File: src/rtl/lane_pack_pkg.sv
// Shared types and helpers for the lane packer: FSM states, write-mode encodings, popcount.
package lane_pack_pkg;

  typedef enum logic [1:0] {
    EMPTY   = 2'd0,
    FILLING = 2'd1,
    PENDING = 2'd2
  } state_t;

  localparam logic MODE_AUTO = 1'b0;
  localparam logic MODE_ADDR = 1'b1;

  // Sized for the largest supported frame (64 lanes); callers zero-extend their mask.
  function automatic logic [6:0] popcount(input logic [63:0] v);
    logic [6:0] c;
    c = '0;
    for (int i = 0; i < 64; i++) c = c + 7'(v[i]);
    return c;
  endfunction

endpackage

File: src/rtl/lane_onehot_dec.sv
// Lane address to one-hot lane enable; addresses at or beyond LANES decode to all zeros.
module lane_onehot_dec #(
  parameter int ADDR_W = 3,
  parameter int LANES  = 8
) (
  input  logic              en,
  input  logic [ADDR_W-1:0] addr,
  output logic [LANES-1:0]  lane_en
);

  for (genvar i = 0; i < LANES; i++) begin : g_lane
    assign lane_en[i] = en & (addr == ADDR_W'(i));
  end

endmodule

File: src/rtl/lane_pack_buffer.sv
// Serial-to-parallel lane packer with a double-buffered (assembly + holding) frame output.
// Optional macro LANE_PACK_ERR_EN adds the addr_err pulse output.
module lane_pack_buffer
  import lane_pack_pkg::*;
#(
  parameter int DATA_W = 8,
  parameter int LANES  = 8,
  parameter int ADDR_W = 3
) (
  input  logic                    w_clk,
  input  logic                    rst_n,
  input  logic                    mode,
  input  logic                    din_valid,
  output logic                    din_ready,
  input  logic [DATA_W-1:0]       din,
  input  logic [ADDR_W-1:0]       w_addr,
  input  logic                    flush,
  output logic                    frame_valid,
  input  logic                    frame_ready,
  output logic [LANES*DATA_W-1:0] frame,
  output logic [LANES-1:0]        frame_mask,
  output logic [ADDR_W:0]         fill_cnt
`ifdef LANE_PACK_ERR_EN
  ,
  output logic                    addr_err
`endif
);

  localparam logic [ADDR_W-1:0] LAST_LANE = ADDR_W'(LANES - 1);
  localparam int                CNT_W     = ADDR_W + 1;

  state_t                  state_q, state_d;
  logic [LANES*DATA_W-1:0] asm_data_q, asm_data_d;
  logic [LANES-1:0]        asm_mask_q, asm_mask_d;
  logic [ADDR_W-1:0]       wr_ptr_q, wr_ptr_d;
  logic                    mode_q, mode_d;
  logic [LANES*DATA_W-1:0] frame_q, frame_d;
  logic [LANES-1:0]        frame_mask_q, frame_mask_d;
  logic                    frame_valid_q, frame_valid_d;

  logic                    accept;
  logic                    mode_eff;
  logic [ADDR_W-1:0]       lane_addr;
  logic [LANES-1:0]        lane_en;
  logic [LANES*DATA_W-1:0] wr_data;
  logic [LANES-1:0]        wr_mask;
  logic                    complete;
  logic                    out_free;
  logic [63:0]             mask_ext;

  // Ready is forced low while reset is asserted so every output reads zero during reset.
  assign din_ready = (state_q != PENDING) & rst_n;
  assign accept    = din_valid & din_ready;
  assign mode_eff  = (state_q == EMPTY) ? mode : mode_q;
  assign lane_addr = (mode_eff == MODE_ADDR) ? w_addr : wr_ptr_q;

  lane_onehot_dec #(
    .ADDR_W (ADDR_W),
    .LANES  (LANES)
  ) u_wr_dec (
    .en      (accept),
    .addr    (lane_addr),
    .lane_en (lane_en)
  );

  always_comb begin
    wr_data = asm_data_q;
    for (int i = 0; i < LANES; i++)
      if (lane_en[i]) wr_data[i*DATA_W +: DATA_W] = din;
  end

  assign wr_mask  = asm_mask_q | lane_en;
  // A flush folds in a same-cycle write because it looks at the merged mask.
  assign complete = (accept & (mode_eff == MODE_AUTO) & (wr_ptr_q == LAST_LANE))
                  | (accept & (mode_eff == MODE_ADDR) & (&wr_mask))
                  | (flush & (state_q != PENDING) & (|wr_mask));
  assign out_free = ~frame_valid_q | frame_ready;

  always_comb begin
    state_d       = state_q;
    asm_data_d    = asm_data_q;
    asm_mask_d    = asm_mask_q;
    wr_ptr_d      = wr_ptr_q;
    mode_d        = mode_q;
    frame_d       = frame_q;
    frame_mask_d  = frame_mask_q;
    frame_valid_d = frame_valid_q & ~frame_ready;
    if ((state_q == EMPTY) && (lane_en != '0)) mode_d = mode;
    case (state_q)
      PENDING: begin
        if (frame_ready) begin
          frame_d       = asm_data_q;
          frame_mask_d  = asm_mask_q;
          frame_valid_d = 1'b1;
          asm_data_d    = '0;
          asm_mask_d    = '0;
          state_d       = EMPTY;
        end
      end
      default: begin
        if (complete) begin
          wr_ptr_d = '0;
          if (out_free) begin
            frame_d       = wr_data;
            frame_mask_d  = wr_mask;
            frame_valid_d = 1'b1;
            asm_data_d    = '0;
            asm_mask_d    = '0;
            state_d       = EMPTY;
          end else begin
            asm_data_d = wr_data;
            asm_mask_d = wr_mask;
            state_d    = PENDING;
          end
        end else if (accept) begin
          asm_data_d = wr_data;
          asm_mask_d = wr_mask;
          if (mode_eff == MODE_AUTO) wr_ptr_d = wr_ptr_q + ADDR_W'(1);
          state_d = (wr_mask != '0) ? FILLING : EMPTY;
        end
      end
    endcase
  end

  always_ff @(posedge w_clk or negedge rst_n) begin
    if (!rst_n) begin
      state_q       <= EMPTY;
      asm_data_q    <= '0;
      asm_mask_q    <= '0;
      wr_ptr_q      <= '0;
      mode_q        <= MODE_AUTO;
      frame_q       <= '0;
      frame_mask_q  <= '0;
      frame_valid_q <= 1'b0;
    end else begin
      state_q       <= state_d;
      asm_data_q    <= asm_data_d;
      asm_mask_q    <= asm_mask_d;
      wr_ptr_q      <= wr_ptr_d;
      mode_q        <= mode_d;
      frame_q       <= frame_d;
      frame_mask_q  <= frame_mask_d;
      frame_valid_q <= frame_valid_d;
    end
  end

  assign frame       = frame_q;
  assign frame_mask  = frame_mask_q;
  assign frame_valid = frame_valid_q;
  assign mask_ext    = 64'(asm_mask_q);
  assign fill_cnt    = CNT_W'(popcount(mask_ext));

`ifdef LANE_PACK_ERR_EN
  logic addr_err_q;
  logic addr_err_d;

  // Flags addressed writes that decode to no lane or land on a lane already written.
  assign addr_err_d = accept & (mode_eff == MODE_ADDR)
                    & ((lane_en == '0) | (|(lane_en & asm_mask_q)));

  always_ff @(posedge w_clk or negedge rst_n) begin
    if (!rst_n) addr_err_q <= 1'b0;
    else        addr_err_q <= addr_err_d;
  end

  assign addr_err = addr_err_q;
`endif

endmodule

File: config.mk
export PLATFORM = sky130hd
export DESIGN_NAME = lane_pack_buffer
export DESIGN_NICKNAME = d
export VERILOG_FILES = /design/src/rtl/lane_pack_pkg.sv /design/src/rtl/lane_onehot_dec.sv /design/src/rtl/lane_pack_buffer.sv
export SDC_FILE = /design/constraint.sdc
export NUM_CORES = 1
export LEC_CHECK = 0
export ABC_AREA = 0
export CAP_MARGIN = 40
export CELL_PAD_IN_SITES_DETAIL_PLACEMENT = 2
export CELL_PAD_IN_SITES_GLOBAL_PLACEMENT = 2
export CORE_MARGIN = 2
export CORE_UTILIZATION = 36
export CTS_BUF_LIST = sky130_fd_sc_hd__clkbuf_2 sky130_fd_sc_hd__clkbuf_4 sky130_fd_sc_hd__clkbuf_8
export DETAILED_ROUTE_END_ITERATION = 10
export PLACE_DENSITY_LB_ADDON = 0.08
export SYNTH_ARGS = -nofsm -noshare
export SYNTH_HDL_FRONTEND = slang
export SYNTH_HIERARCHICAL = 1
export SYNTH_SLANG_ARGS = --single-unit
File: constraint.sdc
create_clock -name w_clk -period 3.5 [get_ports w_clk]
set_input_delay 0.875 -clock w_clk [delete_from_list [all_inputs] [get_ports w_clk]]
set_output_delay 0.875 -clock w_clk [all_outputs]
set_load 0.05 [all_outputs]
Word level (Yosys, flattened, before mapping)
Index checks and enable logic that the tools add are counted.
{"block": "classes", "reduce_logical": 14, "n_eq_ne": 12, "shift": 0, "muxes": 41, "bitwise": 25, "n_div": 0, "addsub": 8, "order_cmp": 0, "mul": 0}
{"operator": "64-bit 2-to-1 mux", "n": 9}
{"operator": "8-bit 2-to-1 mux", "n": 17}
{"operator": "1-bit bitwise AND", "n": 17}
{"operator": "4-bit by 1-bit adder with 4-bit output", "n": 4}
{"operator": "8-bit nonzero test", "n": 2}
{"operator": "3-bit == test, second input constant", "n": 5}
{"operator": "3-bit 2-to-1 mux", "n": 4}
{"operator": "2-bit 2-to-1 mux", "n": 5}
{"operator": "8-bit OR", "n": 1}
{"operator": "8-bit AND reduction", "n": 1}
{"operator": "8-bit OR reduction", "n": 1}
{"operator": "3-bit by 2-bit == test with 1-bit output, second input constant", "n": 2}
{"operator": "1-bit 2-to-1 mux", "n": 6}
{"operator": "3-bit AND reduction", "n": 2}
{"operator": "2-bit nonzero test", "n": 3}
{"operator": "3-bit by 1-bit adder with 4-bit output", "n": 1}
{"operator": "2-bit inequality test, second input constant", "n": 2}
{"operator": "1-bit NOT", "n": 4}
{"operator": "2-bit by 1-bit adder with 3-bit output", "n": 1}
{"operator": "3-bit by 1-bit adder with 3-bit output, second input constant", "n": 1}
{"operator": "3-bit by 1-bit == test with 1-bit output, second input constant", "n": 1}
{"operator": "3-bit logical NOT", "n": 1}
{"operator": "1-bit OR", "n": 3}
{"operator": "3-bit nonzero test", "n": 1}
{"operator": "other kinds (6)", "n": 6}
{"block": "totals", "romBits": 0, "ramBits": 0, "output_inout_bits": 78, "in_bits": 17, "ff_bits": 151, "n_memories": 0, "latch_bits": 0, "wordCells": 108}

Longest topological paths before layout
Gate-level depths: netlist of run 1.
{"block": "depth", "depth_word": 12, "mapped_depth": 12, "depth_no_buf": 9}

Modules after synthesis
Netlist of run 1, hierarchy kept.
{"module": "lane_pack_buffer", "n_inst": 1, "area_per_inst_um2": 6980.4, "cells_each": 503, "seq_area_each_um2": 3778.6}
{"module": "lane_onehot_dec", "n_inst": 1, "area_per_inst_um2": 96.3, "cells_each": 8, "seq_area_each_um2": 0.0}

Worst setup path before layout of run 1
Ideal clock, no wire load.
{"block": "synth_path", "path_kind": "input port to flip-flop", "start": "input port mode", "end": "register frame_q[0] (netlist: frame[0])", "cell_stages": 11, "path_slack_ns": -0.770, "required_time_ns": 3.372, "path_buffers": 2, "setup_time_ns": 0.128, "t_arrival_ns": 4.142, "path_cell_list": "nor3b_1 > nor2_1 > mux2_2 > nor4b_2 > o22ai_1 > or4_1 > o211ai_4 > o22a_1 > buf_2 > buf_2 > mux2_1"}
{"block": "synth_between", "elab_chain_len": 11, "word_cells_on_any_way": 35, "cone_classes": "eq/ne: 7; mux: 6; bitwise: 17; reduce/logical: 5"}
{"item": "start, declared", "line": "lane_pack_buffer.sv:12", "rtl": "input logic mode,"}
{"item": "1-bit 2-to-1 mux *", "line": "lane_pack_buffer.sv:54", "rtl": "assign mode_eff = (state_q == EMPTY) ? mode : mode_q;"}
{"item": "3-bit 2-to-1 mux *", "line": "lane_pack_buffer.sv:55", "rtl": "assign lane_addr = (mode_eff == MODE_ADDR) ? w_addr : wr_ptr_q;"}
{"item": "named net lane_addr[1]", "line": "lane_pack_buffer.sv:43", "rtl": "logic [ADDR_W-1:0] lane_addr;"}
{"item": "3-bit logical NOT *", "line": "lane_onehot_dec.sv:12", "rtl": "assign lane_en[i] = en & (addr == ADDR_W'(i));"}
{"item": "1-bit bitwise AND *", "line": "lane_onehot_dec.sv:12"}
{"item": "named net lane_en[0]", "line": "lane_pack_buffer.sv:44", "rtl": "logic [LANES-1:0] lane_en;"}
{"item": "8-bit OR", "line": "lane_pack_buffer.sv:72", "rtl": "assign wr_mask = asm_mask_q | lane_en;"}
{"item": "8-bit AND reduction", "line": "lane_pack_buffer.sv:75", "rtl": "| (accept & (mode_eff == MODE_ADDR) & (&wr_mask))"}
{"item": "1-bit bitwise AND", "line": "lane_pack_buffer.sv:75"}
{"item": "1-bit OR", "line": "lane_pack_buffer.sv:75"}
{"item": "1-bit OR", "line": "lane_pack_buffer.sv:76", "rtl": "| (flush & (state_q != PENDING) & (|wr_mask));"}
{"item": "2-bit nonzero test (no source line)"}
{"item": "3-bit AND reduction (no source line)"}
{"item": "end signal, assigned", "line": "lane_pack_buffer.sv:141", "rtl": "frame_q <= frame_d;"}
{"item": "end, declared", "line": "lane_pack_buffer.sv:37", "rtl": "logic [LANES*DATA_W-1:0] frame_q, frame_d;"}
The timed path passes the listed nets; every way through them passes the cells marked *. The select of a mux whose other input is x is not followed.
A chain may end at the register's enable or synchronous reset.

Final worst setup path of run 1
{"block": "layout_path", "start": "register asm_mask_q[0]", "end": "output port fill_cnt[1]"}
{"block": "layout_between", "elab_chain_len": 7}
{"item": "start, declared", "line": "lane_pack_buffer.sv:34", "rtl": "logic [LANES-1:0] asm_mask_q, asm_mask_d;"}
{"item": "start signal, assigned", "line": "lane_pack_buffer.sv:138", "rtl": "asm_mask_q <= asm_mask_d;"}
{"item": "1-bit by 1-bit adder with 2-bit output", "line": "lane_pack_pkg.sv:17", "rtl": "for (int i = 0; i < 64; i++) c = c + 7'(v[i]);"}
{"item": "2-bit by 1-bit adder with 3-bit output", "line": "lane_pack_pkg.sv:17"}
{"item": "3-bit by 1-bit adder with 4-bit output", "line": "lane_pack_pkg.sv:17"}
{"item": "4-bit by 1-bit adder with 4-bit output (4 in series)", "line": "lane_pack_pkg.sv:17"}
{"item": "end, declared", "line": "lane_pack_buffer.sv:22", "rtl": "output logic [ADDR_W:0] fill_cnt"}
No other way between the ends.

==> results of run 1 <==
[Yosys cell counts (2+ instances only)]
master	number
dfrtp_1	151
mux2_1	72
mux2_2	69
a22o_1	66
nand2_1	16
inv_1	13
nand2b_1	13
clkbuf_1	12
a21o_1	8
buf_2	8
o311ai_2	8
a21oi_2	7
nor2_1	6
a21oi_1	5
ha_1	5
o22ai_1	5
or4_1	5
fa_1	4
nor2b_1	4
o211ai_1	4
and2_1	3
and4b_2	3
and4bb_2	3
nand3_1	2
nor3_1	2
[report_power, final]
| part | switching (mW) | internal [mW] |
|---|---|---|
| registers | 0.347 | 2.20 |
| logic | 3.56 | 3.55 |
| clock network | 0.763 | 0.729 |
[worst max-delay path by stage]
stage                  startpoint  cells after the start        endpoint
CTS                 asm_mask_q[0]                     10     fill_cnt[1]
detailed placement           mode                     11  asm_data_q[36]
global placement             mode                     11  asm_data_q[34]
finish              asm_mask_q[0]                     10     fill_cnt[1]
global route        asm_mask_q[0]                     10     fill_cnt[1]
floorplan                    mode                     11        frame[0]
[worst max-delay path, stage by stage (launching register included)]
cell        delay, ns
dfrtp_1          0.41
fa_1             0.60
inv_2            0.06
fa_1             0.52
fa_1             0.45
inv_2            0.09
ha_4             0.13
inv_2            0.03
fa_2             0.54
clkinvlp_4       0.10
buf_12           0.15
[layer usage]
metal / GRT usage / routed length (µm)
met2: 0.520 / 15500
met1: 0.374 / 12400
met4: 0.122 / 911
met5: 0 / 0
met3: 0.0550 / 897
[final cells by class]
| cell class | instances | area [µm²] | area share |
|---|---|---|---|
| clock buffers | 19 | 249 | 0.0228 |
| clock inverters | 13 | 170 | 0.0156 |
| inverters | 13 | 52.6 | 0.00481 |
| multi-input cells | 333 | 3870 | 0.354 |
| flip-flops and latches | 151 | 3780 | 0.346 |
| well taps | 265 | 332 | 0.0303 |
| repair buffers | 203 | 2470 | 0.226 |
[through the flow]
stage / cells / setup slack (ns) / area [µm²] / setup TNS, ns
after floorplan: 511 / -0.466 / 7250 / -54.23
after global placement: 908 / -0.994 / 9050 / -135.02
after detailed placement: 910 / -1.17 / 9100 / -158.16
after CTS: 990 / -0.860 / 10800 / -25.52
after global routing: 997 / -1.05 / 10900 / -53.27
final: 997 / -0.931 / 10900 / -42.32
[registers in the layout, summed over array words and instances, names as in the netlist]
register / cells
mode_q: 1
wr_ptr_q: 3
asm_data_q: 64
asm_mask_q: 8
frame_valid: 1
frame_mask: 8
state_q: 2
frame: 64
[cell families after synthesis]
kind of cell / count (synthesis) / synth area share
AND/OR/NAND/NOR: 61 / 0.0530
AO/OA/AOI/OAI: 113 / 0.147
flip-flops: 151 / 0.534
buffers and inverters: 34 / 0.0194
multiplexers: 141 / 0.224
XOR/XNOR: 2 / 0.00248
adder cells (fa/ha/maj): 9 / 0.0202
[timing repair]
action                     in CTS  in global routing
pin swaps                      31                 31
gates cloned                   19                  1
setup endpoints to repair     154                154
buffers inserted               32                 13
gates resized for setup       133                 37
==> results.py, run 1 <==
metrics = {
    "setup_path": {
        "critPathRequiredTime_ns": 2.62,
        "reg2regPathDepth": 13,
        "critPathLaunchType": "flop",
        "reg2reg_to": "frame_mask[2]",
        "path_class": "flop to output pin",
        "cp-end-kind": "output pin",
        "rrSetupSlack_ns": -0.38,
        "worstPathArrival_ns": 3.56,
        "cp_max_fo": 2,
        "crit-reg2reg-launch": "state_q[1]",
    },
    "global_route": {
        "grt.total_usage": 0.301,
        "antenna_found_initial": 0,
        "grt_pass1_vias": 6612,
        "grt_max_degree": 65,
        "grt_pass1_wl_um": 45000,
        "grt_overflow": 0,
    },
    "clock_tree": {
        "clock_path_buffers": 2,
        "cts_root_buffer": "clkbuf_8",
        "cts_htree_levels": 4,
        "clkLatencyLatePin_ns": 0.47,
        "cts_sinks": 151,
        "cts_buffers": 17,
        "clk_pin_slew_ns": 0.10,
        "postCtsHoldBufs": 0,
        "cts_tree": "yes",
    },
    "place": {
        "place_congestion": 0.787,
        "dpl.hpwl_um": 14500,
        "portBuffers": 94,
    },
    "floorplan": {
        "die_area_um2": 20800,
        "initial_core_util": 0.365,
        "ios": 95,
        "die_w_um": 144,
        "rows": 51,
        "core-area_um2": 19400,
        "die_h_um": 144,
    },
    "drt": {
        "routedWlPerCell_um": 29.7,
        "drtIter0Drc": 239,
        "final_antenna_net_count": 0,
        "route.detailed.drc": 0,
        "vias_per_cell": 5.62,
        "firstDrtPassIters": 4,
        "via_count": 5608,
        "wirelength_um": 29700,
    },
    "yosys": {
        "synthesis.area_um2": 7080,
        "syn_nets": 537,
        "yosysUniqueCellTypes": 42,
        "yosysWarnings": 6,
        "synth.avg_cell_area_um2": 13.8,
        "synth_top_area_frac": 0.534,
        "synth_ff_type": "dfrtp_1",
        "ys_async_sr_fraction": 1.00,
        "synthTopCellsByArea": "dfrtp_1 53%, mux2_1 11%, mux2_2 11%",
        "synth_area_leader_cell": "dfrtp_1",
        "ys_seq_elements": 151,
        "seq_area_frac_synth": 0.534,
        "synth-edff-count": 0,
        "syn_inst": 511,
    },
    "cells_and_area": {
        "area_delta_synth_final_pct": 54.5,
        "drive_gt1_frac": 0.477,
        "final_cell_mix": "149 x dfrtp_1, 87 x clkdlybuf4s50_1, 75 x mux2_4",
        "utilization": 0.564,
        "layout.nets": 745,
        "fill_cells": 1774,
        "final_common_cell": "dfrtp_1",
        "n_antenna_cell": 0,
    },
    "run_status": {
        "status": "finished, violations left",
        "violations": "negative setup slack",
    },
    "sta": {
        "period_share": 1.27,
        "period_needed_ns": 4.43,
        "final_max_slew_viol_count": 0,
        "holdWs_ns": 0.343,
        "fmax_mhz": 226,
        "skew_ns": 0.0136,
        "setup_ws_ns": -0.931,
        "hold_viol": 0,
        "setup_violations": 154,
        "rsz0062_at_grt": "yes",
        "worstMarginPinSlew_ns": 1.01,
        "max_slew_margin": 0.322,
    },
    "power_and_ir_drop": {
        "p_per_area_nw_per_um2": 1020,
        "leakagePower_nw": 5.05,
        "peakVddDrop_mv": 0.369,
        "total_power_mw": 11.2,
    },
    "hold_path": {
        "min_path_type": "input port to async pin",
    },
    "job": {
        "drv_cap": 0,
    },
}
Note: power is estimated with default switching activity, not from simulation.
==> run 2, diff against run 1 <==
--- a/config.mk
+++ b/config.mk
@@ -9,10 +9,12 @@
 export CAP_MARGIN = 40
 export CELL_PAD_IN_SITES_DETAIL_PLACEMENT = 2
 export CELL_PAD_IN_SITES_GLOBAL_PLACEMENT = 2
+export CORE_ASPECT_RATIO = 2
 export CORE_MARGIN = 2
 export CORE_UTILIZATION = 36
-export CTS_BUF_LIST = sky130_fd_sc_hd__clkbuf_2 sky130_fd_sc_hd__clkbuf_4 sky130_fd_sc_hd__clkbuf_8
+export CTS_BUF_LIST = sky130_fd_sc_hd__clkbuf_8
 export DETAILED_ROUTE_END_ITERATION = 10
+export GPL_ROUTABILITY_DRIVEN = 0
 export PLACE_DENSITY_LB_ADDON = 0.08
 export SYNTH_ARGS = -nofsm -noshare
 export SYNTH_HDL_FRONTEND = slang
==> results.py, run 2 (synthesis gave the netlist of run 1 again) <==
metrics = {
    "run_status": {
        "status": "finished, violations left",
        "violations": "negative setup slack",
    },
    "cells_and_area": {
        "final_common_cell": "dfrtp_1",
        "layout.nets": 751,
        "final_cell_mix": "149 x dfrtp_1, 87 x clkdlybuf4s50_1, 75 x mux2_4",
        "utilization": 0.565,
        "n_antenna_cell": 0,
        "area_delta_synth_final_pct": 54.0,
        "fill_cells": 1769,
        "drive_gt1_frac": 0.483,
    },
    "clock_tree": {
        "cts_buffers": 17,
        "clkLatencyLatePin_ns": 0.47,
        "postCtsHoldBufs": 0,
        "cts_sinks": 151,
        "cts_tree": "yes",
        "cts_root_buffer": "clkbuf_8",
        "clock_path_buffers": 2,
        "clk_pin_slew_ns": 0.09,
        "cts_htree_levels": 4,
    },
    "global_route": {
        "antenna_found_initial": 0,
        "grt_pass1_wl_um": 42600,
        "grt_max_degree": 54,
        "grt_overflow": 0,
        "grt_pass1_vias": 6555,
        "grt.total_usage": 0.284,
    },
    "setup_path": {
        "cp-end-kind": "output pin",
        "critPathRequiredTime_ns": 2.62,
        "path_class": "flop to output pin",
        "cp_max_fo": 2,
        "crit_path_top_delay_cell": "fa_1",
        "reg2regPathDepth": 14,
        "reg2reg_to": "frame[63]",
        "rrSetupSlack_ns": -0.54,
        "critPathLaunchType": "flop",
        "crit-reg2reg-launch": "state_q[1]",
        "slowest_delay_ns": 0.58,
        "path_cells": "fa_1 > inv_2 > fa_1 > fa_1 > inv_2 > ha_4 > inv_2 > fa_2 > clkinvlp_4 > buf_12",
        "worstPathArrival_ns": 3.54,
    },
    "place": {
        "portBuffers": 94,
        "dpl.hpwl_um": 15900,
    },
    "job": {
        "drv_cap": 0,
    },
    "floorplan": {
        "die_area_um2": 20900,
        "die_h_um": 202,
        "ios": 95,
        "rows": 72,
        "initial_core_util": 0.367,
        "die_w_um": 103,
        "core-area_um2": 19300,
    },
    "drt": {
        "via_count": 5699,
        "vias_per_cell": 5.72,
        "firstDrtPassIters": 4,
        "routedWlPerCell_um": 30.2,
        "wirelength_um": 30100,
        "drtIter0Drc": 266,
        "final_antenna_net_count": 0,
        "route.detailed.drc": 0,
    },
    "sta": {
        "hold_viol": 0,
        "fmax_mhz": 227,
        "setup_ws_ns": -0.910,
        "period_share": 1.26,
        "skew_ns": 0.0147,
        "final_max_slew_viol_count": 0,
        "max_slew_margin": 0.257,
        "period_needed_ns": 4.41,
        "setup_violations": 154,
        "worstMarginPinSlew_ns": 1.11,
        "rsz0062_at_grt": "yes",
    },
    "hold_path": {
        "min_path_type": "input port to async pin",
    },
    "power_and_ir_drop": {
        "p_per_area_nw_per_um2": 1010,
        "total_power_mw": 11.1,
        "peakVddDrop_mv": 0.602,
        "leakagePower_nw": 5.07,
    },
}
[run 2: changes by cell type in the layout (fill, tap and decap cells not counted), sizes merged]
cell | previous run | this run
a21o | 8 | 9
buf | 115 | 119
bufinv | 3 | 5
clkinv | 4 | 5
clkinvlp | 4 | 2
inv | 15 | 13
o22a | 1 | 2
[run 2: critical path: cells and delay by family, from the launching register on]
family | cells | cell delay, ns
fa+ha+maj | 5 | 2.19
flops | 1 | 0.44
buf+inv | 5 | 0.43
[run 2: layer usage]
metal,share of wire,track usage,up-vias
met5,0,0,-
met4,0.044,0.133,0
met3,0.030,0.0456,78
met2,0.56,0.502,187
met1,0.37,0.325,3048
li1,-,-,2386
[run 2: area by class of cell]
class,count,area [µm²],share of cell area
timing repair buffer,207,2370,0.218
inverter,13,52.6,0.00482
tap,259,324,0.0297
clock buffer,19,262,0.0240
clock inverter,12,199,0.0183
sequential,151,3780,0.347
multi-input combinational,335,3910,0.359
[run 2: stage by stage]
stage               hold slack [ns]  std cells  worst slack [ns]  cell area, µm²  setup TNS, ns
CTS                           0.401        979            -0.880           10600         -34.44
global route                  0.405        996            -0.993           10900         -76.46
detailed placement            0.477        905             -1.24            9080        -150.74
finish                        0.399        996            -0.910           10900         -64.93
global placement              0.470        904             -1.09            9060        -140.83
floorplan                     0.467        511            -0.466            7250         -54.23
[run 2: worst max-delay path by stage]
stage,from,end,slack [ns],depth (start not counted)
finish,asm_mask_q[0],fill_cnt[1],-0.91,10
global placement,mode,asm_data_q[21],-1.09,11
CTS,asm_mask_q[0],fill_cnt[1],-0.88,10
floorplan,mode,frame[0],-0.47,11
detailed placement,mode,asm_data_q[18],-1.24,11
global route,asm_mask_q[0],fill_cnt[1],-0.99,10
[run 2: report_power, final]
group / total, mW / switching (mW) / leakage (nW) / internal (mW)
clock: 1.60 / 0.717 / 0.232 / 0.884
combinational: 6.90 / 3.43 / 2.76 / 3.47
sequential: 2.55 / 0.352 / 2.07 / 2.20
[run 2: what timing repair did]
action	in CTS	in global routing
setup endpoints to repair	154	154
pin swaps	40	80
buffers inserted	30	24
gates resized for setup	135	30
cloned	17	1
